==> src/rtl/alu_pkg.sv <==
// Shared ALUControl encodings and execute-unit FSM state type.
package alu_pkg;

  localparam logic [2:0] ALU_AND = 3'b000;
  localparam logic [2:0] ALU_OR  = 3'b001;
  localparam logic [2:0] ALU_ADD = 3'b010;
  localparam logic [2:0] ALU_MUL = 3'b011;
  localparam logic [2:0] ALU_SLL = 3'b100;
  localparam logic [2:0] ALU_SRL = 3'b101;
  localparam logic [2:0] ALU_SUB = 3'b110;
  localparam logic [2:0] ALU_SLT = 3'b111;

  typedef enum logic [1:0] {
    S_IDLE  = 2'b00,
    S_SHIFT = 2'b01,
    S_MUL   = 2'b10,
    S_DONE  = 2'b11
  } alu_state_e;

endpackage

==> src/rtl/alu_iter_engine.sv <==
// Iterative datapath: one shift position or one multiplier bit per cycle.
module alu_iter_engine #(
  parameter int WIDTH   = 32,
  parameter int SHAMT_W = $clog2(WIDTH)
) (
  input  logic               clk,
  input  logic               rst,
  input  logic               start,
  input  logic               is_mul,
  input  logic               shift_right,
  input  logic [WIDTH-1:0]   a,
  input  logic [WIDTH-1:0]   b,
  input  logic [SHAMT_W-1:0] shamt,
  output logic               done,
  output logic [WIDTH-1:0]   result
);

  logic [WIDTH-1:0] acc, opa, opb;
  logic [WIDTH-1:0] step_acc, step_a, step_b;
  logic [SHAMT_W:0] cnt;
  logic             mode_mul, mode_right;

  always_comb begin
    step_acc = acc;
    step_a   = opa;
    step_b   = opb;
    if (mode_mul) begin
      if (opb[0]) step_acc = acc + opa;
      step_a = opa << 1;
      step_b = opb >> 1;
    end else begin
      step_a = mode_right ? (opa >> 1) : (opa << 1);
    end
  end

  // The final step's value is presented combinationally so the owner can
  // register it on the same edge the counter expires.
  assign done   = (cnt == (SHAMT_W+1)'(1));
  assign result = mode_mul ? step_acc : step_a;

  always_ff @(posedge clk or posedge rst) begin
    if (rst) begin
      acc        <= '0;
      opa        <= '0;
      opb        <= '0;
      cnt        <= '0;
      mode_mul   <= 1'b0;
      mode_right <= 1'b0;
    end else if (start) begin
      acc        <= '0;
      opa        <= a;
      opb        <= b;
      cnt        <= is_mul ? (SHAMT_W+1)'(WIDTH) : {1'b0, shamt};
      mode_mul   <= is_mul;
      mode_right <= shift_right;
    end else if (cnt != '0) begin
      acc <= step_acc;
      opa <= step_a;
      opb <= step_b;
      cnt <= cnt - (SHAMT_W+1)'(1);
    end
  end

endmodule

==> src/rtl/alu_exec_unit.sv <==
// Multi-cycle execute unit: handshakes, FSM, single-cycle ops, result registers.
module alu_exec_unit
  import alu_pkg::*;
#(
  parameter int WIDTH   = 32,
  parameter int SHAMT_W = $clog2(WIDTH)
) (
  input  logic             clk,
  input  logic             rst,
  input  logic             in_valid,
  output logic             in_ready,
  input  logic [2:0]       ALUControl,
  input  logic [WIDTH-1:0] SrcA,
  input  logic [WIDTH-1:0] SrcB,
  output logic             out_valid,
  input  logic             out_ready,
  output logic [WIDTH-1:0] ALUResult,
  output logic             Zero
);

  alu_state_e state, state_next;

  logic [SHAMT_W-1:0] shamt;
  logic               accept, is_shift, is_mul, eng_start, eng_done, load_out;
  logic [WIDTH-1:0]   fast_res, eng_res, fin_res;

  assign in_ready  = (state == S_IDLE);
  assign out_valid = (state == S_DONE);
  assign accept    = in_valid && in_ready;
  assign shamt     = SrcB[SHAMT_W-1:0];
  assign is_shift  = (ALUControl == ALU_SLL) || (ALUControl == ALU_SRL);
  assign is_mul    = (ALUControl == ALU_MUL);
  assign eng_start = accept && (is_mul || (is_shift && shamt != '0));

  alu_iter_engine #(
    .WIDTH   (WIDTH),
    .SHAMT_W (SHAMT_W)
  ) u_iter (
    .clk         (clk),
    .rst         (rst),
    .start       (eng_start),
    .is_mul      (is_mul),
    .shift_right (ALUControl == ALU_SRL),
    .a           (SrcA),
    .b           (SrcB),
    .shamt       (shamt),
    .done        (eng_done),
    .result      (eng_res)
  );

  always_comb begin
    fast_res = '0;
    case (ALUControl)
      ALU_ADD: fast_res = SrcA + SrcB;
      ALU_SUB: fast_res = SrcA - SrcB;
      ALU_AND: fast_res = SrcA & SrcB;
      ALU_OR:  fast_res = SrcA | SrcB;
      ALU_SLT: fast_res = {{(WIDTH-1){1'b0}}, ($signed(SrcA) < $signed(SrcB))};
      ALU_SLL: fast_res = SrcA;   // only reached here with a zero shift amount
      ALU_SRL: fast_res = SrcA;
      default: fast_res = '0;
    endcase
  end

  always_comb begin
    state_next = state;
    load_out   = 1'b0;
    fin_res    = eng_res;
    case (state)
      S_IDLE: begin
        fin_res = fast_res;
        if (accept) begin
          if (is_mul) begin
            state_next = S_MUL;
          end else if (is_shift && shamt != '0) begin
            state_next = S_SHIFT;
          end else begin
            state_next = S_DONE;
            load_out   = 1'b1;
          end
        end
      end
      S_SHIFT, S_MUL: begin
        if (eng_done) begin
          state_next = S_DONE;
          load_out   = 1'b1;
        end
      end
      S_DONE: begin
        if (out_ready) state_next = S_IDLE;
      end
      default: state_next = S_IDLE;
    endcase
  end

  always_ff @(posedge clk or posedge rst) begin
    if (rst) begin
      state     <= S_IDLE;
      ALUResult <= '0;
      Zero      <= 1'b0;
    end else begin
      state <= state_next;
      if (load_out) begin
        ALUResult <= fin_res;
        Zero      <= (fin_res == '0);
      end
    end
  end

endmodule

==> config.mk <==
export PLATFORM = sky130hd
export DESIGN_NAME = alu_exec_unit
export DESIGN_NICKNAME = d
export VERILOG_FILES = /design/src/rtl/alu_pkg.sv /design/src/rtl/alu_iter_engine.sv /design/src/rtl/alu_exec_unit.sv
export SDC_FILE = /design/constraint.sdc
export NUM_CORES = 1
export LEC_CHECK = 0
export CAP_MARGIN = 20
export CORE_ASPECT_RATIO = 0.75
export CORE_MARGIN = 10
export CORE_UTILIZATION = 50
export DETAILED_ROUTE_END_ITERATION = 10
export HOLD_SLACK_MARGIN = 0.05
export PLACE_DENSITY = 0.81
export SETUP_SLACK_MARGIN = 0.5
export SLEW_MARGIN = 20
export SYNTH_ARGS = -nofsm -noshare
export SYNTH_HDL_FRONTEND = slang
export SYNTH_SLANG_ARGS = --single-unit
==> constraint.sdc <==
create_clock -name clk -period 8.88 [get_ports clk]
set_input_delay 2.22 -clock clk [delete_from_list [all_inputs] [get_ports clk]]
set_output_delay 2.22 -clock clk [all_outputs]
set_load 0.05 [all_outputs]
==> results.txt, run 1 <==
Status - finished clean
Clock Skew - 0.0155 ns
Largest net degree at the start of global routing - 92
Static Leak - 7.11 nW
Post-synthesis sequential area ratio - 24.2%
Synth Area in Adders - 12.4%
Fin crit share - 71.3%
Yosys warns - 0
Initial core utilization - 50.9%
Placed Area - 15600 um^2
DRC Markers - 0
Area used by multi-input combinational logic - 10000 um^2
Max_cap viols - 0
Final-stage net count - 2117
Routability congestion estimate - 0.981
Storage cell area - 3480 um^2
Max IR drop VDD - 0.000218 V
Fin Hold WS - 0.506 ns
Clk pwr share - 13.8%
Top cells by area, synth - dfrtp_1 24%, ha_1 12%, nand2_1 6.3%, a21oi_1 6.2%, o21ai_0 6.1%
Inst Count DP - 2271
Post-CTS Resized - 0
Die extent in x - 216 um
Area leader, netlist - dfrtp_1
CTS sink cnt - 139
Drt first-iter violations - 1778
Root buf cell - clkbuf_16
Power Density - 332 nW/um^2
Most common cell in the netlist - nand2_1
CP Cell Sequence - clkdlybuf4s50_1 > inv_1 > ha_1 > and3_2 > a221o_1 > a21o_1 > a21oi_1 > mux2_2 > a211oi_1 > o32ai_1 > nor3_1 > nand4_1 > nor4_1 > nand4_1 > o22ai_2
Sw Pwr - 2.77 mW
Fin. Hold Viols - 0
TritonCTS Buffers - 17
Final Cell Area - 16200 um^2
Final wirelength - 51.8 mm
Number of synthesized register bits - 139
Total track usage - 27.7%
Yosys top cell area share - 24.2%
XOR/XNOR Fraction of Synth Area - 3.91%
DP Wirelength - 39.3 mm
Syn nets - 2095
Post-synthesis simple-gate area fraction - 17.4%
Vias in the first global route - 13.8k
Post-synthesis mux area share - 7.29%
Asr flop ratio synth - 100%
RSZ-0062 raised after global routing - no
Ys flop type - dfrtp_1
Worst EP arrival - 6.71 ns
Clock buffer depth - 2
Input/output buffers - 105
First-pass GRT wire length - 79.9 mm
Largest family of logic cells by synthesized area - compound AO/OA/AOI/OAI gates
Post-CTS setup buffers - 0
Logic pwr share - 63.0%
Critical Path RT - 9.26 ns
CP Capture Type - flop
Die area - 36000 um^2
Initial antenna violation count - 1
Global route total overflow - 0
WS Path Type - in -> reg
Final setup fails - 0
Sequential share of power - 23.2%
Antenna cell count - 0
Clk pin slew, worst setup/hold paths - 0.07 ns
Vias per cell - 6.44
Mean Syn Cell Area - 7.62 um^2
Post-Layout Cell Count - 2303
Critical Path Start Type - input port
Fmax - 158 MHz
Clock Latency Late Sink - 0.46 ns
Htree depth - 4
Fill cells - 2623
Slew headroom - 28.1%
CTS hold repair buffers - 0
Netlist cell types - 88
Setup TNS - 0 ns
Core Region - 28200 um^2
Top cells by count, synth - 239 x nand2_1, 179 x a21oi_1, 177 x nor2_1, 176 x o21ai_0, 139 x dfrtp_1
DRT Pass-1 Iters - 8
I/O pin cnt - 106
Cell area after synthesis - 14400 um^2
Area grow syn2layout - 12.5%
CP max stage cell - clkdlybuf4s50_1
Synth Area in Compound Gates - 28.4%
CP max stage delay - 0.61 ns
Hold WC Path Type - reg -> reg
Switching part of the total - 51.7%
CP Max Fanout - 11
ANT nets after route - 0
CTS tree - yes
Die Height - 167 um
WL per Instance - 22.5 um
Final Util - 57.3%
Max Slew Vio Count - 0
Share of layout cells above drive strength 1 - 6.00%
Most common cell on crit path - nand4_1
Post-synth EDFFs - 0
Gate Count Post-Synth - 1883
Worst Tran Pin Value - 1.08 ns
Via count - 14.8k
Cell-internal power - 2.59 mW
Row cnt - 53
Minimum clock period - 6.33 ns
-- layout by cell type (no fill, tap or decap), drive strengths merged, types with 7 or more instances in the layout --
cell | synthesis | layout
dfrtp | 139 | 139
nand2b | 9 | 9
o21bai | 8 | 8
nor2 | 177 | 177
nor2b | 19 | 19
clkdlybuf4s50 | 0 | 103
a211oi | 52 | 52
o31ai | 15 | 15
nor3 | 16 | 16
xor2 | 17 | 17
inv | 114 | 119
a211o | 19 | 19
o22ai | 13 | 13
clkbuf | 88 | 21
o21ai | 179 | 179
mux2i | 73 | 73
a221oi | 9 | 9
nand2 | 239 | 239
nand4 | 26 | 26
nand3 | 30 | 30
a31oi | 20 | 20
ha | 138 | 138
buf | 31 | 19
a221o | 9 | 9
a21o | 27 | 27
a21oi | 180 | 180
o221ai | 21 | 21
o211ai | 15 | 15
nor4 | 11 | 11
and2 | 7 | 7
and3 | 9 | 9
mux2 | 28 | 28
xnor2 | 47 | 47
o21a | 9 | 9
-- registers in the layout, summed over array words and instances, names as in the netlist --
| name | count |
|---|---|
| u_iter.cnt | 6 |
| Zero | 1 |
| u_iter.opb | 32 |
| u_iter.opa | 32 |
| u_iter.mode_mul | 1 |
| ALUResult | 32 |
| u_iter.acc | 32 |
| u_iter.mode_right | 1 |
| state | 2 |
-- through the flow --
step | total power [mW] | worst slack [ns]
finish | 5.36 | 2.55
global route | 5.68 | 2.49
CTS | 5.28 | 2.79
detailed placement | 4.52 | 2.33
global placement | 4.43 | 2.41
floorplan | 3.52 | 2.94
-- critical path, delay by kind of cell --
kind                     cells  cell delay (ns)
AO/OA/AOI/OAI                6             1.73
AND/OR/NAND/NOR              5             1.21
buffers and inverters        2             0.69
adder cells (fa/ha/maj)      1             0.50
multiplexers                 1             0.35
-- final timing paths --
| kind | startpoint | to | slack [ns] | cells after the start |
|---|---|---|---|---|
| worst max-delay path | SrcA[5] | Zero | 2.55 | 15 |
| worst min-delay path | ALUResult[10] | ALUResult[10] | 0.51 | 1 |
| worst max register to register | u_iter.opa[0] | Zero | 4.47 | 14 |
| worst min register to register | ALUResult[10] | ALUResult[10] | 0.51 | 1 |
| max in group asynchronous | rst | ALUResult[0] | 5.15 | 3 |
| min in group asynchronous | rst | state[1] | 2.24 | 2 |
-- power groups by stage --
stage	Combinational (mW)	Clock (mW)	Sequential, mW
after floorplan	2.17	0	1.36
after global placement	3.20	0	1.22
after global routing	3.64	0.772	1.27
after CTS	3.31	0.743	1.23
final	3.38	0.742	1.24
after detailed placement	3.29	0	1.24
-- metal layers --
layer,global-route usage [%],up-vias,share of wire [%]
met5,0,-,0.015
met4,9.01,2,3.1
met2,43.1,776,44
met1,37.2,7122,43
li1,-,6811,-
met3,6.25,111,9.3
-- final cells by class --
class                           instances  share of cell area (%)
Tap cell                              385                    2.98
Sequential cell                       139                    21.5
Timing Repair Buffer                  122                    7.23
Clock buffer                           21                    2.91
Clock inverter                         11                   0.666
Inverter                              115                    2.70
Multi-Input combinational cell       1510                    62.0
-- cells by family (layout without fill, tap and decap cells) --
| family | after synthesis | count (layout) |
|---|---|---|
| AOI/OAI and AO/OA | 635 | 635 |
| xor gates and xnor gates | 64 | 64 |
| adders and majority gates | 141 | 141 |
| buffers and inverters | 234 | 269 |
| DFF | 139 | 139 |
| muxes | 101 | 101 |
| and+or+nand+nor | 569 | 569 |
Power figures use the tool's default switching activity.
==> inputs of run 2 (changes only) <==
==> constraint.sdc (replaced) <==
create_clock -name clk -period 6.41 [get_ports clk]
set_input_delay 1.6025 -clock clk [delete_from_list [all_inputs] [get_ports clk]]
set_output_delay 1.6025 -clock clk [all_outputs]
set_load 0.05 [all_outputs]
==> run 2 against run 1 <==
Net effect:
- total power grew 40%
- clock-buffer cell count shrank 2
- clock skew shrank 0.0029 ns
- setup slack lost 1.8 ns
- critical path depth is the same
- first-iteration DRC count shrank 4.6%
- register-to-register slack lost 2.6 ns
- via count grew 0.76%
- clock power grew 44%
- highest routed layer unchanged
==> results.txt, run 2 (synthesis results as in run 1) <==
Status - finished clean
Initial core utilization - 50.9%
DRC Markers - 0
Worst EP arrival - 6.00 ns
First-pass GRT wire length - 81.5 mm
Met1 Usage GRT - 38.4%
R2R depth - 14
Minimum clock period - 5.62 ns
Die extent in x - 216 um
Final wirelength - 52.5 mm
CTS hold repair buffers - 0
Power Density - 458 nW/um^2
Fin crit share - 87.6%
Vias per cell - 6.44
Clock buffer depth - 2
Via count - 14.9k
Fin. Hold Viols - 0
WS Path Type - in -> reg
DP Wirelength - 40.1 mm
I/O pin cnt - 106
Worst R2R Start - u_iter.opa[0]
Met3 usage - 5.23%
Initial antenna violation count - 1
Largest net degree at the start of global routing - 105
Setup TNS - 0 ns
Worst Tran Pin Value - 1.08 ns
Busiest grt layer - met2
Input/output buffers - 105
Static Leak - 7.21 nW
Post-Layout Cell Count - 2319
Die Height - 167 um
Critical Path Start Type - input port
Inst Count DP - 2286
Commonest non-fill, non-tap cells in the layout - 238 x nand2_1, 176 x o21ai_0, 176 x a21oi_1, 175 x nor2_1, 139 x dfrtp_1
Row cnt - 53
Area grow syn2layout - 13.9%
Area used by multi-input combinational logic - 10000 um^2
Clock Skew - 0.0126 ns
Max IR drop VDD - 0.000382 V
Htree depth - 4
RSZ-0062 raised after global routing - no
Routability congestion estimate - 0.988
CP Capture Type - flop
Clock Latency Late Sink - 0.47 ns
Antenna cell count - 0
Root buf cell - clkbuf_16
DRT Pass-1 Iters - 6
Storage cell area - 3480 um^2
CP Max Fanout - 11
Worst hold stages - 1
WL per Instance - 22.6 um
Final Cell Area - 16300 um^2
Core Region - 28200 um^2
Drt first-iter violations - 1697
TritonCTS Buffers - 17
Final Util - 58.0%
Fmax - 178 MHz
Hold endpoint - ALUResult[10]
Vias in the first global route - 14.2k
Global route total overflow - 0
FF-to-FF setup slack - 1.83 ns
ANT nets after route - 0
Final setup fails - 0
Worst Hold Launch - ALUResult[10]
Slew headroom - 28.3%
Max Slew Vio Count - 0
Fin Hold WS - 0.512 ns
Critical Path RT - 6.79 ns
Max_cap viols - 0
Share of layout cells above drive strength 1 - 6.83%
Placed Area - 15700 um^2
CTS sink cnt - 139
Die area - 36000 um^2
Total track usage - 28.3%
Worst reg2reg endpoint - Zero
Most common cell after layout, fill and taps aside - nand2_1
Grt met2 use - 43.2%
Min setup slack post-route - 0.795 ns
Fill cells - 2605
Total power - 7.48 mW
CTS tree - yes
Final-stage net count - 2133
Place WS - 0.414 ns
Hold WC Path Type - reg -> reg
Clk pin slew, worst setup/hold paths - 0.07 ns
-- run 2: cell types whose count changed in the layout (fill, tap and decap cells not counted), sizes merged --
cell | before | now
buf | 19 | 35
bufinv | 1 | 2
clkbuf | 21 | 19
clkinv | 4 | 5
-- run 2: area by class of cell --
class                      count  share of cell area [%]
sequential                   139                    21.3
inverter                     115                    2.67
multi-input combinational   1510                    61.2
tap                          385                    2.95
clock buffer                  19                    2.77
timing repair buffer         138                    8.13
clock inverter                13                   0.949
-- run 2: critical path: stages --
cell	delay, ns
clkdlybuf4s50_1	0.59
inv_1	0.07
ha_1	0.47
and3_2	0.29
a221o_1	0.41
a21oi_2	0.24
o21ai_0	0.23
a31o_2	0.27
a2111oi_2	0.48
inv_1	0.10
nor4_1	0.45
nand4_1	0.26
nor4_1	0.24
nand4_1	0.15
o22ai_2	0.14
-- run 2: worst max-delay path by stage --
| stage | depth (start not counted) | end | slack, ns | startpoint |
|---|---|---|---|---|
| after floorplan | 1 | ALUResult[0] | 1.08 | rst |
| after CTS | 15 | Zero | 0.88 | SrcA[5] |
| after global placement | 15 | Zero | 0.45 | SrcA[5] |
| after detailed placement | 15 | Zero | 0.41 | SrcA[5] |
| final | 15 | Zero | 0.79 | SrcA[5] |
| after global routing | 15 | Zero | 0.57 | SrcA[9] |
-- run 2: where the power goes --
group,internal (mW),switching [mW]
clock,0.603,0.464
sequential,1.29,0.406
combinational,1.75,2.97
-- run 2: timing repair --
item / in CTS / in global routing
endpoints found under the setup margin: 0 / 1
buffers inserted: 0 / 0
resized for setup: 0 / 2
-- run 2: metal layers --
metal	wire length (um)	part of all wire (%)
met4	2100	4.0
met1	22500	43
met3	4680	8.9
met2	23200	44
met5	12	0.023
